<file path="src/rtl/async_fifo_stream_reader_if.sv">
// Bundles the async FIFO read port and the downstream valid/ready stream.
// out_last exists only when ASYNC_FIFO_READER_LAST_EN is defined.
interface async_fifo_stream_reader_if #(
  parameter int WIDTH     = 32,
  parameter int BUF_DEPTH = 2
);
  logic                               fifo_empty;
  logic [WIDTH-1:0]                   fifo_read_data;
  logic                               fifo_read_enable;
  logic [WIDTH-1:0]                   out_data;
  logic                               out_valid;
  logic                               out_ready;
  logic [$clog2(BUF_DEPTH+1)-1:0]     buf_level;
  logic [31:0]                        words_read;
`ifdef ASYNC_FIFO_READER_LAST_EN
  logic                               out_last;

  modport master (
    input  fifo_empty, fifo_read_data, out_ready,
    output fifo_read_enable, out_data, out_valid, buf_level, words_read, out_last
  );

  modport slave (
    output fifo_empty, fifo_read_data, out_ready,
    input  fifo_read_enable, out_data, out_valid, buf_level, words_read, out_last
  );
`else
  modport master (
    input  fifo_empty, fifo_read_data, out_ready,
    output fifo_read_enable, out_data, out_valid, buf_level, words_read
  );

  modport slave (
    output fifo_empty, fifo_read_data, out_ready,
    input  fifo_read_enable, out_data, out_valid, buf_level, words_read
  );
`endif
endinterface

</file>
<file path="src/rtl/async_fifo_stream_reader.sv">
// Drains an async FIFO read port into a small skid buffer and re-presents it as a valid/ready stream.
// Defining ASYNC_FIFO_READER_LAST_EN adds out_last marking every PKT_LEN-th word.
module async_fifo_stream_reader #(
  parameter int WIDTH     = 32,
  parameter int BUF_DEPTH = 2,
  parameter int PKT_LEN   = 16
) (
  input logic                          clk,
  input logic                          reset,
  async_fifo_stream_reader_if.master   bus
);
  localparam int LW = $clog2(BUF_DEPTH + 1);
  localparam int SW = $clog2(BUF_DEPTH + 2);
  localparam int PW = (BUF_DEPTH > 1) ? $clog2(BUF_DEPTH) : 1;
  localparam logic [PW-1:0] LAST_IDX = PW'(BUF_DEPTH - 1);
  localparam logic [SW-1:0] DEPTH_S  = SW'(BUF_DEPTH);

  logic [WIDTH-1:0] r_mem [BUF_DEPTH];
  logic [PW-1:0]    r_wrPtr;
  logic [PW-1:0]    r_rdPtr;
  logic [LW-1:0]    r_bufLevel;
  logic             r_inflight;
  logic [31:0]      r_wordsRead;

  logic             w_pop;
  logic [SW-1:0]    w_committed;
  logic             w_issue;

  // Slots already promised (held + in flight) net of this cycle's pop decide whether another read fits.
  assign w_pop       = (r_bufLevel != '0) && bus.out_ready;
  assign w_committed = SW'(r_bufLevel) + SW'(r_inflight) - SW'(w_pop);
  assign w_issue     = !reset && !bus.fifo_empty && (w_committed < DEPTH_S);

  always_ff @(posedge clk or posedge reset) begin
    if (reset) begin
      for (int i = 0; i < BUF_DEPTH; i++) begin
        r_mem[i] <= '0;
      end
      r_wrPtr     <= '0;
      r_rdPtr     <= '0;
      r_bufLevel  <= '0;
      r_inflight  <= 1'b0;
      r_wordsRead <= '0;
    end else begin
      if (r_inflight) begin
        r_mem[r_wrPtr] <= bus.fifo_read_data;
        r_wrPtr        <= (r_wrPtr == LAST_IDX) ? '0 : r_wrPtr + PW'(1);
      end
      if (w_pop) begin
        r_rdPtr     <= (r_rdPtr == LAST_IDX) ? '0 : r_rdPtr + PW'(1);
        r_wordsRead <= r_wordsRead + 32'd1;
      end
      r_inflight <= w_issue;
      r_bufLevel <= r_bufLevel + LW'(r_inflight) - LW'(w_pop);
    end
  end

  assign bus.fifo_read_enable = w_issue;
  assign bus.out_valid        = (r_bufLevel != '0);
  assign bus.out_data         = r_mem[r_rdPtr];
  assign bus.buf_level        = r_bufLevel;
  assign bus.words_read       = r_wordsRead;

`ifdef ASYNC_FIFO_READER_LAST_EN
  localparam int BW = (PKT_LEN > 1) ? $clog2(PKT_LEN) : 1;
  localparam logic [BW-1:0] LAST_BEAT = BW'(PKT_LEN - 1);

  logic [BW-1:0] r_beat;

  always_ff @(posedge clk or posedge reset) begin
    if (reset) begin
      r_beat <= '0;
    end else if (w_pop) begin
      r_beat <= (r_beat == LAST_BEAT) ? '0 : r_beat + BW'(1);
    end
  end

  assign bus.out_last = (r_bufLevel != '0) && (r_beat == LAST_BEAT);
`endif
endmodule

</file>
<file path="src/flat_wrapper.sv">
// flat-port wrapper written by rule: the top's interface ports become plain ports
module async_fifo_stream_reader_flat 
#(
  parameter int WIDTH     = 32,
  parameter int BUF_DEPTH = 2,
  parameter int PKT_LEN   = 16
)
  (clk, reset, bus_fifo_empty, bus_fifo_read_data, bus_out_ready, bus_fifo_read_enable, bus_out_data, bus_out_valid, bus_buf_level, bus_words_read);
  async_fifo_stream_reader_if #(.WIDTH(WIDTH), .BUF_DEPTH(BUF_DEPTH)) bus_i ();
  input logic clk;
  input logic reset;
  input wire logic [$bits(bus_i.fifo_empty)-1:0] bus_fifo_empty;
  input wire logic [$bits(bus_i.fifo_read_data)-1:0] bus_fifo_read_data;
  input wire logic [$bits(bus_i.out_ready)-1:0] bus_out_ready;
  output wire logic [$bits(bus_i.fifo_read_enable)-1:0] bus_fifo_read_enable;
  output wire logic [$bits(bus_i.out_data)-1:0] bus_out_data;
  output wire logic [$bits(bus_i.out_valid)-1:0] bus_out_valid;
  output wire logic [$bits(bus_i.buf_level)-1:0] bus_buf_level;
  output wire logic [$bits(bus_i.words_read)-1:0] bus_words_read;
  assign bus_i.fifo_empty = bus_fifo_empty;
  assign bus_i.fifo_read_data = bus_fifo_read_data;
  assign bus_i.out_ready = bus_out_ready;
  assign bus_fifo_read_enable = bus_i.fifo_read_enable;
  assign bus_out_data = bus_i.out_data;
  assign bus_out_valid = bus_i.out_valid;
  assign bus_buf_level = bus_i.buf_level;
  assign bus_words_read = bus_i.words_read;
  async_fifo_stream_reader #(.WIDTH(WIDTH), .BUF_DEPTH(BUF_DEPTH), .PKT_LEN(PKT_LEN)) u_core (.clk(clk), .reset(reset), .bus(bus_i));
endmodule
</file>
<file path="config.mk">
export PLATFORM = sky130hd
export DESIGN_NAME = async_fifo_stream_reader_flat
export DESIGN_NICKNAME = d
export VERILOG_FILES = /design/src/rtl/async_fifo_stream_reader_if.sv /design/src/rtl/async_fifo_stream_reader.sv /design/src/flat_wrapper.sv
export SDC_FILE = /design/constraint.sdc
export NUM_CORES = 1
export LEC_CHECK = 0
export ABC_CLOCK_PERIOD_IN_PS = 2800
export BUFFER_PORTS_ARGS = -buffer_cell sky130_fd_sc_hd__buf_2
export CAP_MARGIN = 40
export CORE_MARGIN = 2
export CORE_UTILIZATION = 45
export CTS_BUF_LIST = sky130_fd_sc_hd__clkbuf_4
export CTS_CLUSTER_SIZE = 8
export DETAILED_ROUTE_END_ITERATION = 8
export PLACE_DENSITY_LB_ADDON = 0.25
export SLEW_MARGIN = 5
export SYNTH_ARGS = -nofsm -noshare
export SYNTH_HDL_FRONTEND = slang
export SYNTH_SLANG_ARGS = --single-unit
</file>
<file path="constraint.sdc">
create_clock -name clk -period 2.8 [get_ports clk]
set_input_delay 0 -clock clk [delete_from_list [all_inputs] [get_ports clk]]
set_output_delay 0 -clock clk [all_outputs]
set_load 0.05 [all_outputs]
</file>
==> results of run 1 <==
-- power breakdown --
group | leakage, nW | internal, mW | switching (mW) | total, mW
sequential | 1.25 | 2.01 | 0.341 | 2.35
combinational | 1.37 | 1.23 | 2.22 | 3.45
clock | 0.0729 | 0.282 | 0.467 | 0.748
-- routing by layer --
metal	track usage (%)	vias up	share of wire (%)
li1	-	1369	-
met1	22.4	1441	47
met2	27.7	63	47
met3	3.66	13	4.7
met4	6.68	0	1.6
met5	0	-	0
-- state kept, by name, summed over array words and instances, names as in the netlist --
register / count
u_core.bus.buf_level: 2
u_core.r_wrPtr: 1
u_core.r_mem: 64
u_core.r_inflight: 1
u_core.bus.words_read: 32
u_core.r_rdPtr: 1
-- final timing paths --
check / start / end
setup / recovery: u_core.bus.buf_level[0] / bus_fifo_read_enable
hold / removal: reset / u_core.bus.words_read[30]
setup reg to reg: u_core.bus.buf_level[0] / u_core.r_inflight
hold reg to reg: u_core.bus.words_read[31] / u_core.bus.words_read[31]
max in group asynchronous: reset / u_core.r_mem[61]
min in group clk: bus_fifo_read_data[7] / u_core.r_mem[7]
-- worst max-delay path, cell delays in order (launching register included) --
cell	delay [ns]
dfrtp_1	0.45
o21ai_4	0.22
inv_1	0.11
ha_1	0.28
inv_1	0.04
ha_1	0.18
xnor2_1	0.18
xnor2_1	0.13
nor3_2	0.13
buf_2	0.30
-- cells in the mapped netlist (2+ instances only) --
| cell type | n | share of area (%) |
|---|---|---|
| dfrtp_1 | 101 | 58 |
| mux2_2 | 94 | 24 |
| xnor2_1 | 28 | 5.6 |
| nand2_1 | 18 | 1.5 |
| nand4_1 | 7 | 1.0 |
| xor2_1 | 7 | 1.4 |
| and3_1 | 5 | 0.71 |
| and3_2 | 5 | 0.85 |
| clkbuf_1 | 5 | 0.43 |
| inv_1 | 5 | 0.43 |
| nand3_1 | 5 | 0.57 |
| and4_1 | 3 | 0.60 |
| buf_1 | 3 | 0.26 |
| buf_2 | 3 | 0.34 |
| ha_1 | 3 | 0.85 |
| and4_4 | 2 | 0.51 |
| mux2_1 | 2 | 0.51 |
| nor2_1 | 2 | 0.17 |
| nor3_4 | 2 | 0.74 |
| or2_2 | 2 | 0.28 |
-- placed cells by master (no fill, tap or decap), drive strengths merged --
| cell | instances |
|---|---|
| nand2 | 18 |
| nor2 | 2 |
| clkinv | 2 |
| nand4 | 9 |
| xor2 | 7 |
| bufinv | 1 |
| and3 | 10 |
| inv | 6 |
| mux2 | 96 |
| nand3 | 5 |
| nor3 | 3 |
| or2 | 2 |
| buf | 110 |
| ha | 3 |
| clkbuf | 10 |
| nor2b | 1 |
| dlygate4sd3 | 36 |
| o21ai | 1 |
| dfrtp | 101 |
| xnor2 | 28 |
| clkinvlp | 1 |
| diode | 1 |
| and4 | 5 |
-- cells by family after synthesis --
| family | Yosys count | share of synthesized area, % |
|---|---|---|
| XOR/XNOR | 35 | 6.98 |
| AND/OR/NAND/NOR | 55 | 8.01 |
| AO/OA/AOI/OAI | 1 | 0.370 |
| adder cells (fa/ha/maj) | 3 | 0.855 |
| flip-flops | 101 | 57.5 |
| buffers and inverters | 17 | 1.62 |
| multiplexers | 96 | 24.6 |
-- through the flow --
| stage | area [um2] | setup WS [ns] | total power, mW |
|---|---|---|---|
| 3_3_place_gp | 5080 | 0.702 | 5.71 |
| 5_1_grt | 5600 | 0.133 | 6.93 |
| 2_1_floorplan | 4400 | 0.0851 | 5.10 |
| 6_report | 5600 | 0.354 | 6.55 |
| 4_1_cts | 5570 | 0.130 | 6.60 |
| 3_5_place_dp | 5080 | 0.629 | 5.79 |
-- cell type report --
class                   instances  area share (%)
clock buffers                  10            1.34
well taps                     133            2.97
diodes                          1          0.0447
repair buffers                146            16.8
clock inverters                 5            1.07
inverters                       5           0.380
flip-flops and latches        101            45.1
multi-input cells             190            32.2
-- timing repair --
action                     in CTS  in global routing
buffers inserted                0                  3
setup endpoints to repair       0                  1
hold buffers                   36                  0
hold endpoints to repair      133                  0
resized for setup               0                  0
==> results.md, run 1 <==
- Routed WL: approximately 8900 um
- Synth async-reset ratio: 100%
- Share of cells above drive strength 1: 51.6%
- CTS tree: done
- Largest net degree at the start of global routing: 67
- All-Layer GR Usage: about 17%
- DR WL/cell: 15.0 um
- Die ar.: 10600 um2
- Fillers: 843
- Startpoint types: flop
- Post-synth EDFFs: 0
- Worst Hold Class: in2async
- Max-Cap Viols: 0
- Power per cell area: 1170 nW/um2
- Ys flop type: dfrtp_1
- Vias: between 2000 and 3000
- GPL Wtd Cong: approximately 0.8
- CP arrival: 2.45 ns
- Initial Utilization: a little under half
- Sequential area share after synthesis: 57.5%
- Residual DRC: 0
- Min Clock Period, post-route: 2.45 ns
- First-pass GRT wire length: 13800 um
- Core Area: 9640 um2
- Max IR drop VDD: roughly 0.00053 V
- Nets: slightly below 500
- FF+latch count, synth: 101
- Post-DRT Antenna Nets: 0
- Status: complete, no violations
- Initial antenna violation count: 1
- RSZ-0062 raised after global routing: no
- Warnings, synthesis: 0
- Syn_nets: 347
- Total congestion overflow: 0
- Register area: around 2500 um2
- Hold WS: 0.297 ns
- Worst Skew: 0.0204 ns
- Slew margin rel.: 46.5%
- Critical path type: reg2out
- CTS Sinks: 101
- Slack of the worst reg-to-reg path: 0.41 ns
- Avg Cell Area, Syn: 14.3 um2
- Netlist cell types: 26
- Worst setup EP type: output pin
- TNS Setup: 0 ns
- Tightest Pin Transition: 0.802 ns
- Worst EP required: 2.80 ns
- Pre-antenna DRT Iters: 4
- CTS clk-pin slew, worst paths: roughly 0.15 ns
- Fin util: 58.1%
- H-tree lvl count: 3
- Final setup fails: 0
- Final-report hold violation count: 0
- Starting DRT DRC Count: 58
- CTS Root Buffer Type: clkbuf_4
- Die span in y: 103 um
- Hpwl dp: 5860 um
- IO Pins: between 100 and 150
- Worst skew pair latency: 0.43 ns
- Combined area of the multi-input logic cells: 1810 um2
- Bufs on Longest Clock Path: 2
- Number of global-route vias before repair: ~3000
- Port Buffers: 103
- Synthesis-to-finish area growth: 27.5%
- Reg2Reg Depth: 9
- Gate Count Post-Synth: between 300 and 400
- Leakage dissipation: 2.70 nW
- Cell Area, Synth: 4390 um2
- Slew Viols, Final: 0
- Die width: 103 um
- Avg Vias per Cell: ~4.9
- Final cell count without fillers: 591
- Max FO, Critical Path: 4
- Std cell rows: 36
- Placed Cells: around 540
- Tcrit/Tclk final: 87.4%
- Fmax: 409 MHz
- CTS Buf Count: 9
(Power assumes the default switching activity.)
==> run 2, diff against run 1 <==
- BUFFER_PORTS_ARGS: -buffer_cell sky130_fd_sc_hd__buf_2 -> -buffer_cell sky130_fd_sc_hd__buf_4
- GPL_TIMING_DRIVEN: not set -> 1
- MAX_ROUTING_LAYER: not set -> met4
==> results.md, run 2 (synthesis results as in run 1) <==
- Status: complete, no violations
- Die width: 103 um
- Worst EP required: 2.80 ns
- Core Area: just under 10000 um2
- Met1 global-route usage: 22.2%
- Max reg flops: 64
- Leakage dissipation: between 2 and 3 nW
- Hpwl dp: 5770 um
- Buf/Inv on CP: 3
- CTS tree: done
- Final-report hold violation count: 0
- Final setup fails: 0
- Met3 Track Usage GR: 3.39%
- Bufs on Longest Clock Path: 2
- CP Cell Sequence: o21ai_4 > inv_1 > ha_1 > inv_1 > ha_1 > xnor2_1 > xnor2_1 > nor3_2 > buf_4
- Starting DRT DRC Count: 66
- Combined area of the multi-input logic cells: between 1500 and 2000 um2
- Tightest Pin Transition: 0.463 ns
- Slew Viols, Final: 0
- CTS clk-pin slew, worst paths: around 0.15 ns
- Routed WL: 8760 um
- IO Pins: roughly 100
- Max-Cap Viols: 0
- Largest stage delay on the critical path: 0.47 ns
- Worst Skew: 0.0180 ns
- Fmax: 388 MHz
- Power per cell area: 1190 nW/um2
- CTS Buf Count: 9
- Register area: 2530 um2
- Setup bufs post-CTS: 0
- Residual DRC: 0
- Worst setup EP type: output pin
- Avg Vias per Cell: 4.86
- Share of cells above drive strength 1: 51.3%
- Slack of the worst reg-to-reg path: 0.81 ns
- Worst skew pair latency: 0.45 ns
- Total power: ~7.0 mW
- DR WL/cell: between 10 and 15 um
- Met2 usage: around 28%
- RSZ-0062 raised after global routing: no
- CP arrival: 2.58 ns
- Fin util: between 60% and 70%
- Vias: 2855
- H-tree lvl count: 3
- Worst Hold Class: in2async
- Largest reg by FF count: u_core.r_mem
- Pre-antenna DRT Iters: 4
- Initial antenna violation count: 0
- Crit-path slowest cell: dfrtp_1
- TNS Setup: 0 ns
- First-pass GRT wire length: 13900 um
- Post-DRT Antenna Nets: 0
- Total congestion overflow: 0
- Std cell rows: 36
- Fillers: 799
- Busiest grt layer: met2
- Tcrit/Tclk final: between 90% and 100%
- Startpoint types: flop
- Slew margin rel.: 69.1%
- Most frequent cells in the layout: buf_4, dfrtp_1, mux2_2
- All-Layer GR Usage: 17.6%
- Synthesis-to-finish area growth: 33.6%
- CP delay by family, top: flip-flops
- GPL Wtd Cong: 0.777
- Post-CTS resize count: 0
- Hold WS: 0.139 ns
- Most common cell after layout, fill and taps aside: buf_4
- Initial Utilization: between 40 and 50%
- # diodes: 0
- CTS Root Buffer Type: clkbuf_4
- Critical path type: reg2out
- Largest net degree at the start of global routing: 66
- Nets: just under 500
- CTS Sinks: roughly 100
- Min Clock Period, post-route: 2.58 ns
- Port Buffers: ~100
- Die span in y: 103 um
- Max FO, Critical Path: 8
- Die ar.: approximately 11000 um2
- Max IR drop VDD: 0.000623 V
- Number of global-route vias before repair: 2970
==> run 2: cell count changes in the layout (fill, tap and decap cells not counted) <==
cell and change:
diode_2 -1, clkinv_4 -1, bufinv_16 +2, dlygate4sd3_1 -1, clkinvlp_4 -1, buf_2 -103
clkinv_1 +1, buf_4 +100, inv_6 -1, clkbuf_4 +1
==> run 2: through the flow <==
stage / std cells / worst slack [ns] / area [um2]
2_1_floorplan: 308 / 0.0851 / 4400
3_3_place_gp: 536 / 0.755 / 5340
3_5_place_dp: 536 / 0.675 / 5340
4_1_cts: 587 / 0.153 / 5870
5_1_grt: 587 / 0.0384 / 5870
6_report: 587 / 0.220 / 5870
==> run 2: cell type report <==
type | instances | area share, %
Timing Repair Buffer | 142 | 19.9
Clock inverter | 5 | 1.68
Sequential cell | 101 | 43.1
Tap cell | 133 | 2.84
Multi-Input combinational cell | 190 | 30.8
Inverter | 5 | 0.362
Clock buffer | 11 | 1.41
==> run 2: where the power goes <==
part / switching (mW) / leakage (nW) / internal (mW)
registers: 0.331 / 1.25 / 2.01
clock network: 0.460 / 0.0985 / 0.469
logic: 2.24 / 1.41 / 1.47
==> run 2: path summary, 6_finish.rpt <==
| kind | startpoint | cells after the start | to |
|---|---|---|---|
| setup reg to reg | u_core.bus.buf_level[1] | 8 | u_core.r_inflight |
| hold / removal | reset | 3 | u_core.bus.words_read[15] |
| min in group clk | bus_fifo_empty | 3 | u_core.r_inflight |
| setup / recovery | u_core.bus.buf_level[1] | 9 | bus_fifo_read_enable |
| hold reg to reg | u_core.bus.words_read[31] | 1 | u_core.bus.words_read[31] |
| max in group asynchronous | reset | 4 | u_core.r_mem[3] |
==> run 2: metal layers <==
layer,vias to the layer above,wire length [um]
li1,1373,-
met1,1406,4060
met2,63,4170
met3,13,363
met4,0,167
met5,-,0
==> run 2: timing repair <==
| item | in CTS | in global routing |
|---|---|---|
| endpoints found under the hold margin | 104 | 0 |
| setup endpoints to repair | 0 | 0 |
| hold buffers | 35 | 0 |
==> run 2: tightest hold or removal path, delay by kind of cell <==
| family | cells | cell delay (ns) |
|---|---|---|
| buffers and inverters | 3 | 1.05 |
